`src/rtl/input_cmd_scheduler.sv`:
```
// Serializes one-cycle button pulses into an ordered command stream over valid/ready.
// Simultaneous pulses are queued lowest index first; block_controller throttles the validator.
module input_cmd_scheduler #(
    parameter int FIFO_DEPTH     = 4,
    parameter int HOLDOFF_CYCLES = 50_000
) (
    input  logic                          clk,
    input  logic                          reset,
    input  logic                          enable,
    input  logic [11:0]                   btn_pulse,
    input  logic                          cmd_ready,
    output logic                          block_controller,
    output logic                          cmd_valid,
    output logic [3:0]                    cmd_code,
    output logic [$clog2(FIFO_DEPTH):0]   fifo_level,
    output logic [7:0]                    drop_count
);

    localparam int PW = $clog2(FIFO_DEPTH);
    localparam int LW = PW + 1;
    localparam int CW = $clog2(HOLDOFF_CYCLES) + 1;

    localparam logic [LW-1:0] DEPTH_L   = LW'(FIFO_DEPTH);
    localparam logic [CW-1:0] HOLD_LAST = CW'(HOLDOFF_CYCLES - 1);

    localparam logic [1:0] S_DISABLED = 2'd0;
    localparam logic [1:0] S_HOLDOFF  = 2'd1;
    localparam logic [1:0] S_RUN      = 2'd2;

    logic [1:0]    state_q, state_d;
    logic [CW-1:0] hold_cnt_q, hold_cnt_d;
    logic [11:0]   pending_q, pending_d;
    logic [3:0]    fifo_q [FIFO_DEPTH];
    logic [3:0]    fifo_d [FIFO_DEPTH];
    logic [PW-1:0] wr_ptr_q, wr_ptr_d;
    logic [PW-1:0] rd_ptr_q, rd_ptr_d;
    logic [LW-1:0] level_q, level_d;
    logic [7:0]    drop_count_q, drop_count_d;
    logic          cmd_valid_q, cmd_valid_d;
    logic [3:0]    cmd_code_q, cmd_code_d;
    logic          block_q, block_d;

    logic          run_s;
    logic          pop_s;
    logic          push_ok_s;
    logic          push_s;
    logic [3:0]    push_idx_s;
    logic [11:0]   push_mask_s;
    logic          drop_s;

    function automatic logic [3:0] lowest_idx(input logic [11:0] v);
        logic [3:0] idx;
        idx = 4'd0;
        for (int i = 11; i >= 0; i--) begin
            if (v[i]) begin
                idx = 4'(i);
            end else begin
                idx = idx;
            end
        end
        return idx;
    endfunction

    // Handshake, push eligibility and drop detection for the current edge.
    always_comb begin
        run_s       = (state_q == S_RUN) && enable;
        pop_s       = run_s && cmd_valid_q && cmd_ready;
        push_ok_s   = (level_q < DEPTH_L) || ((level_q == DEPTH_L) && pop_s);
        push_s      = run_s && (pending_q != 12'd0) && push_ok_s;
        push_idx_s  = lowest_idx(pending_q);
        if (push_s) begin
            push_mask_s = 12'd1 << push_idx_s;
        end else begin
            push_mask_s = 12'd0;
        end
        drop_s      = run_s && ((btn_pulse & pending_q & ~push_mask_s) != 12'd0);
    end

    // Next-state logic for the mode FSM, pending set, FIFO and drop counter.
    always_comb begin
        state_d      = state_q;
        hold_cnt_d   = hold_cnt_q;
        pending_d    = pending_q;
        fifo_d       = fifo_q;
        wr_ptr_d     = wr_ptr_q;
        rd_ptr_d     = rd_ptr_q;
        level_d      = level_q;
        drop_count_d = drop_count_q;

        case (state_q)
            S_DISABLED: begin
                pending_d  = 12'd0;
                hold_cnt_d = {CW{1'b0}};
                wr_ptr_d   = {PW{1'b0}};
                rd_ptr_d   = {PW{1'b0}};
                level_d    = {LW{1'b0}};
                if (enable) begin
                    state_d = S_HOLDOFF;
                end else begin
                    state_d = S_DISABLED;
                end
            end
            S_HOLDOFF: begin
                if (!enable) begin
                    state_d    = S_DISABLED;
                    hold_cnt_d = {CW{1'b0}};
                end else if (hold_cnt_q == HOLD_LAST) begin
                    state_d    = S_RUN;
                    hold_cnt_d = {CW{1'b0}};
                end else begin
                    hold_cnt_d = hold_cnt_q + CW'(1);
                end
            end
            S_RUN: begin
                if (!enable) begin
                    state_d   = S_DISABLED;
                    pending_d = 12'd0;
                    wr_ptr_d  = {PW{1'b0}};
                    rd_ptr_d  = {PW{1'b0}};
                    level_d   = {LW{1'b0}};
                end else begin
                    pending_d = (pending_q & ~push_mask_s) | btn_pulse;
                    if (drop_s && (drop_count_q != 8'hFF)) begin
                        drop_count_d = drop_count_q + 8'd1;
                    end else begin
                        drop_count_d = drop_count_q;
                    end
                    if (push_s) begin
                        fifo_d[wr_ptr_q] = push_idx_s;
                        wr_ptr_d         = wr_ptr_q + PW'(1);
                    end else begin
                        wr_ptr_d = wr_ptr_q;
                    end
                    if (pop_s) begin
                        rd_ptr_d = rd_ptr_q + PW'(1);
                    end else begin
                        rd_ptr_d = rd_ptr_q;
                    end
                    if (push_s && !pop_s) begin
                        level_d = level_q + LW'(1);
                    end else if (pop_s && !push_s) begin
                        level_d = level_q - LW'(1);
                    end else begin
                        level_d = level_q;
                    end
                end
            end
            default: begin
                state_d    = S_DISABLED;
                pending_d  = 12'd0;
                hold_cnt_d = {CW{1'b0}};
                wr_ptr_d   = {PW{1'b0}};
                rd_ptr_d   = {PW{1'b0}};
                level_d    = {LW{1'b0}};
            end
        endcase
    end

    // Outputs are precomputed from next-state values so they come straight from flops.
    always_comb begin
        cmd_valid_d = (level_d != {LW{1'b0}});
        if (cmd_valid_d) begin
            cmd_code_d = fifo_d[rd_ptr_d];
        end else begin
            cmd_code_d = 4'd0;
        end
        block_d = (state_d != S_RUN) || (pending_d != 12'd0) ||
                  (level_d >= (DEPTH_L - LW'(1)));
    end

    // State registers with synchronous reset.
    always_ff @(posedge clk) begin
        if (reset) begin
            state_q      <= S_DISABLED;
            hold_cnt_q   <= {CW{1'b0}};
            pending_q    <= 12'd0;
            for (int i = 0; i < FIFO_DEPTH; i++) begin
                fifo_q[i] <= 4'd0;
            end
            wr_ptr_q     <= {PW{1'b0}};
            rd_ptr_q     <= {PW{1'b0}};
            level_q      <= {LW{1'b0}};
            drop_count_q <= 8'd0;
            cmd_valid_q  <= 1'b0;
            cmd_code_q   <= 4'd0;
            block_q      <= 1'b1;
        end else begin
            state_q      <= state_d;
            hold_cnt_q   <= hold_cnt_d;
            pending_q    <= pending_d;
            fifo_q       <= fifo_d;
            wr_ptr_q     <= wr_ptr_d;
            rd_ptr_q     <= rd_ptr_d;
            level_q      <= level_d;
            drop_count_q <= drop_count_d;
            cmd_valid_q  <= cmd_valid_d;
            cmd_code_q   <= cmd_code_d;
            block_q      <= block_d;
        end
    end

    assign block_controller = block_q;
    assign cmd_valid        = cmd_valid_q;
    assign cmd_code         = cmd_code_q;
    assign fifo_level       = level_q;
    assign drop_count       = drop_count_q;

endmodule

```
`config.mk`:
```
export PLATFORM = sky130hd
export DESIGN_NAME = input_cmd_scheduler
export DESIGN_NICKNAME = d
export VERILOG_FILES = /design/src/rtl/input_cmd_scheduler.sv
export SDC_FILE = /design/constraint.sdc
export NUM_CORES = 1
export LEC_CHECK = 0
export CAP_MARGIN = 20
export CORE_UTILIZATION = 51
export CTS_CLUSTER_DIAMETER = 60
export DETAILED_ROUTE_END_ITERATION = 8
export GPL_TIMING_DRIVEN = 0
export HOLD_SLACK_MARGIN = 0.05
export PLACE_DENSITY = 0.75
export SYNTH_ARGS = -nofsm -noshare
export SYNTH_HDL_FRONTEND = slang
export SYNTH_SLANG_ARGS = --single-unit
```
`constraint.sdc`:
```
create_clock -name clk -period 2.65 [get_ports clk]
set_input_delay 0.53 -clock clk [delete_from_list [all_inputs] [get_ports clk]]
set_output_delay 0.53 -clock clk [all_outputs]
set_load 0.02 [all_outputs]
```
Yosys cells after proc, flatten, opt, wreduce, memory -nomap -nowiden. Index checks and enable logic that the tools add are counted.

Output and inout bits: 17. Flip-flop bits (word level): 68.

Add/subtract/negate cells: 6. Bitwise operators: 9. Magnitude comparators: 5. Reductions and logical operators: 24. Multiplexer cells: 42. Shifts and indexed selects: 1. Equal/unequal tests: 7.

Operator list (number): $mux 4 (15); $mux 16 (3); $and 12x12->12 (3); $reduce_bool 12->1 (3); $mux 17 (2); $pmux 17 s2 (1); $mux 12 (2); $pmux 12 s2 (1); $add 17x1->17 const B (1); $eq 17x16->1 const B (1); $bwmux 16 (1); $mux 2 (7); $not 12->12 (1); $or 12x12->12 (1); $shl 1x4->12 const A (1); $logic_and 1x1->1 (11); $mux 3 (3); $add 8x1->8 const B (1); $bmux 4 s2 (1); $demux 4 s2 (1); $ne 8x8->1 const B (1); $pmux 2 s2 (2); $ge 3x3->1 const B (2); $not 2->3 (2); 22 further kinds (27).

Longest topological paths before layout. Gate-level depths: netlist (run 1).

Word-level depth: 22. Gate-level depth with buffers: 13. Gate-level depth less buffers: 10.

Least setup slack after synthesis (run 1). No wires, ideal clock.

Path type: reg2reg. Start point: reg level_q[0] (netlist: fifo_level[0]). End point: reg drop_count_q[5] (netlist: drop_count[5]). Clock period less this slack: 2.515 ns. Setup slack: 0.135 ns. Cell stages (with the launch flop): 12. Arrival time: 2.392 ns. Required time: 2.527 ns. Buffers on the path: 1. Path through: dfxtp_1 inv_1 ha_1 nand3_1 a21oi_1 nand3_1 o311ai_0 nand3_1 nor3_2 buf_2 nor3_1 mux2_1.

Cells in the longest elaborated chain, start to end: 11.

RTL lines: from (decl) (RTL line 37) `logic [LW-1:0] level_q, level_d;`; from (signal assigned) (RTL line 182) `level_q <= {LW{1'b0}};`; from (signal assigned) (RTL line 194) `level_q <= level_d;`; branches (longest 2 deep; another with $lt 3x3->1); $logic_or 1x1->1 (*) (RTL line 68) `push_ok_s = (level_q < DEPTH_L) || ((level_q == DEPTH_L) && pop_s);`; $logic_and 1x1->1 (*) (RTL line 69) `push_s = run_s && (pending_q != 12'd0) && push_ok_s;`; $mux 12 (*) (RTL line 71) `if (push_s) begin`; $not 12->12 (*) (RTL line 76) `drop_s = run_s && ((btn_pulse & pending_q & ~push_mask_s) != 12'd0);`; $and 12x12->12 (*) (RTL line 76); $reduce_bool 12->1 (*) (RTL line 76); $logic_and 1x1->1 (*) (RTL line 76); $logic_and 1x1->1 (*) (RTL line 123) `if (drop_s && (drop_count_q != 8'hFF)) begin`; $reduce_and 3->1 (no source line) (*); to (signal assigned) (RTL line 195) `drop_count_q <= drop_count_d;`; to (decl) (RTL line 38) `logic [7:0] drop_count_q, drop_count_d;`.

Mark *: on every way between the ends. A chain may end at the register's enable or synchronous reset.

Worst setup path after layout (run 1).
Start point: reg pending_q[2]. End point: reg drop_count_q[5] (netlist: drop_count[5]).

Cells in the longest elaborated chain, start to end: 11.

RTL lines: from (decl) (RTL line 32) `logic [11:0] pending_q, pending_d;`; from (signal assigned) (RTL line 190) `pending_q <= pending_d;`; $mux 4 (3 in series) (RTL line 55) `if (v[i]) begin`; $shl 1x4->12 (RTL line 72) `push_mask_s = 12'd1 << push_idx_s;`; $mux 12 (RTL line 71); $not 12->12 (RTL line 76); $and 12x12->12 (*) (RTL line 76); $reduce_bool 12->1 (*) (RTL line 76); $logic_and 1x1->1 (*) (RTL line 76); $logic_and 1x1->1 (*) (RTL line 123); $reduce_and 3->1 (no source line) (*).

Mark *: on every way between the ends. The rest lies on a longest branch, timed or not.

==> results of run 1 <==
## report_power, final
| part | internal [mW] | switching, mW |
|---|---|---|
| clock | 0.438 | 0.445 |
| sequential | 1.02 | 0.00194 |
| combinational | 0.0282 | 0.0433 |
## per-layer routing
layer,up-vias,part of all wire (%)
met5,-,0
met3,31,7.2
li1,1861,-
met1,1857,43
met4,0,3.1
met2,180,46
## layout make-up
cell class | instances | share of cell area [%]
inverters | 11 | 0.8440
clock buffers | 9 | 2.532
repair buffers | 57 | 10.49
multi-input cells | 374 | 51.69
well taps | 99 | 2.532
plain buffers | 18 | 2.199
flip-flops and latches | 68 | 28.18
clock inverters | 7 | 1.535
## worst paths after layout
check | slack [ps] | start | endpoint | cells after the start
min | 460 | fifo_q[7]$_SDFF_PP0_ | fifo_q[7]$_SDFF_PP0_ | 2
max reg2reg | -0.2 | pending_q[2]$_SDFF_PP0_ | drop_count[5]$_SDFFE_PP0P_ | 10
max | -0.2 | pending_q[2]$_SDFF_PP0_ | drop_count[5]$_SDFFE_PP0P_ | 10
min reg2reg | 460 | fifo_q[7]$_SDFF_PP0_ | fifo_q[7]$_SDFF_PP0_ | 2
## through the flow
stage	power (mW)	setup WS, ps	TNS [ps]
finish	1.976	-0.1665	-0.1665
global route	2.036	-66.58	-398.8
CTS	1.979	-16.24	-16.24
detailed placement	1.115	-1039	-13350
global placement	1.115	-1025	-12720
floorplan	1.073	134.6	0
## state kept, by name, summed over array words and instances, names as in the netlist
register / count
wr_ptr_q: 2
fifo_q: 16
rd_ptr_q: 2
hold_cnt_q: 17
state_q: 2
pending_q: 12
block_controller: 1
drop_count: 8
cmd_valid: 1
cmd_code: 4
fifo_level: 3
## what timing repair did
action,CTS,global route
resized for setup,26,46
pin swaps,8,14
setup endpoints to repair,15,15
setup buffers,10,15
## tightest hold or removal path, stage by stage, from the launching register on
cell and delay [ps]:
dfxtp_1 310, nand2_1 50, a21oi_1 50
## layout by cell type (no fill, tap or decap), drive strengths merged, types with 3 or more instances in the layout
cell type and n:
nor2 69, dfxtp 68, nand2 51, buf 33, a21oi 31, clkdlybuf4s50 30
o21ai 28, nand3 27, clkbuf 19, nor2b 13, ha 13, inv 12
xor2 9, nand4 8, and3 8, xnor2 7, or3 7, nor4 7
nor3 7, mux2i 6, a22oi 6, a31oi 6, a221oi 6, and2 5
o311a 4, mux2 4, nand2b 3, a2bb2oi 3, a22o 3, nor4b 3
o221ai 3, o211a 3, clkinvlp 3, or4 3
## logic make-up (layout without fill, tap and decap cells)
logic type / count (synthesis) / after routing / share of synthesized area (%)
AO/OA/AOI/OAI: 119 / 119 / 21.72
XOR/XNOR: 16 / 16 / 3.686
adder cells (fa/ha/maj): 13 / 13 / 4.278
buffers and inverters: 33 / 102 / 3.619
flip-flops: 68 / 68 / 35.80
multiplexers: 10 / 10 / 2.764
AND/OR/NAND/NOR: 216 / 216 / 28.13
==> impl_metrics.yaml, run 1 <==
logic_synthesis:
  yosysTopAreaCell: "dfxtp_1"
  yosys_most_used_dff: "dfxtp_1"
  syn_nets: 504
  yosys_warnings: 0
  yosysTopAreaCellShare_pct: 35.80
  synthTopCellsByCount: "68 x dfxtp_1, 68 x nor2_1, 51 x nand2_1"
  synth-edff-count: 0
  yosys-top-cells-area: "dfxtp_1 36%, nor2_1 6.7%, nand2_1 5.0%, ha_1 4.3%, a21oi_1 4.1%"
  synth_cells: 475
  ys_seq_area_share_pct: 35.80
  ys_types: 68
  ys_async_sr_fraction_pct: 0
  ys_ff_latch: 68
  syn_area_per_cell_sq_um: 8.005
  netlist_area_sq_um: 3802
clock_tree:
  cts_max_path_buffers: 2
  hold_buffers: 0
  cts_max_level: 3
  path_clk_slew_ps: 90
  numCtsBuffers: 9
  cts_num_sinks: 68
  clk_root_buffer_cell: "clkbuf_8"
  tritoncts: "done"
  insertion_delay_ps: 350
layout:
  area_delta_synth_final_pct: 28.66
  post-route-util_pct: 67.81
  nNetsFinal: 568
  multi_input_area_sq_um: 2529
  final_cells: 643
  diodes: 0
  ff_latch_area_sq_um: 1379
  drive_gt1_share_pct: 18.93
  fin_area_sq_um: 4892
  n_fill_cell: 596
global_routing:
  use_met3_pct: 5.131
  grt_usage_pct: 28.54
  use_met2_pct: 44.69
  grt_pass1_wl_mm: 17.12
  grt_pass1_vias: 3526
  busiest_layer: "met2"
  grtUsageMet1_pct: 38.17
  grt_max_degree: 14
  grt_overflow: 0
  antenna_found_initial: 0
sta:
  setup_viol: 1
  period_needed_ps: 2650
  tightestPinTransition_ps: 650.4
  setup_slack_ps: -0.1665
  skew_ps: 11.48
  holdWs_ps: 457.8
  max_freq_ghz: 0.3773
  drv_slew: 0
  min_period_over_period_pct: 100.0
  hold_viol: 0
  slew_headroom_pct: 56.64
  rsz0062_at_grt: "yes"
place:
  port_buffers: 32
  dpl_cell_area_sq_um: 4247
  hpwl_mm: 7.374
  globalplace.congestion: 0.9968
  dp.cells: 606
worst_setup_path:
  cp_max_fo: 5
  cpPeakStageDelay_ps: 590
  arrival_ps: 2880
  path_cells: "buf_8, or4_4, nor3_4, nand4_1, nand3_2, nand3_2, nor3_4, buf_6, nor3_4, mux2_4"
  cp_num_buf_inv: 2
  path_common_cell: "nor3_4"
  cp-end-kind: "register"
  cp_slowest_cell: "or4_4"
  cp.required_ps: 2880
  start_kind: "register"
  crit_family: "simple AND/OR/NAND/NOR gates"
  critPathKind: "reg -> reg"
route:
  post-route-drc-count: 0
  ant_nets: 0
  routed_wl_mm: 11.21
  via_count: 3929
  drt-initial-drc-count: 319
  dr.pass1.iters: 7
  via_per_inst: 6.110
  routedWlPerCell_um: 17.43
floorplanning:
  fp.coreArea_sq_um: 7214
  dieArea_sq_um: 7805
  die_w_um: 88.35
  pin_count: 33
  start_util_pct: 52.71
  fp-row-count: 31
  fp.dieH_um: 88.35
run_status:
  violations: "negative setup slack"
  status: "finished with violations"
power_and_ir_drop:
  p_leak_nw: 1.804
  power_density_nw_per_um2: 403.9
  ir_drop_v: 0.0003411
min_path:
  hold_class: "reg -> reg"
run:
  drv_cap: 0
Note: power is estimated with default switching activity, not from simulation.
==> run 2, diff against run 1 <==
==> constraint.sdc (replaced) <==
create_clock -name clk -period 2.65 [get_ports clk]
set_input_delay 0.53 -clock clk [delete_from_list [all_inputs] [get_ports clk]]
set_output_delay 0.53 -clock clk [all_outputs]
set_load 0.01 [all_outputs]
==> results of run 2 <==
Same layout as run 1: the final DEF is identical, and so are final timing and power.
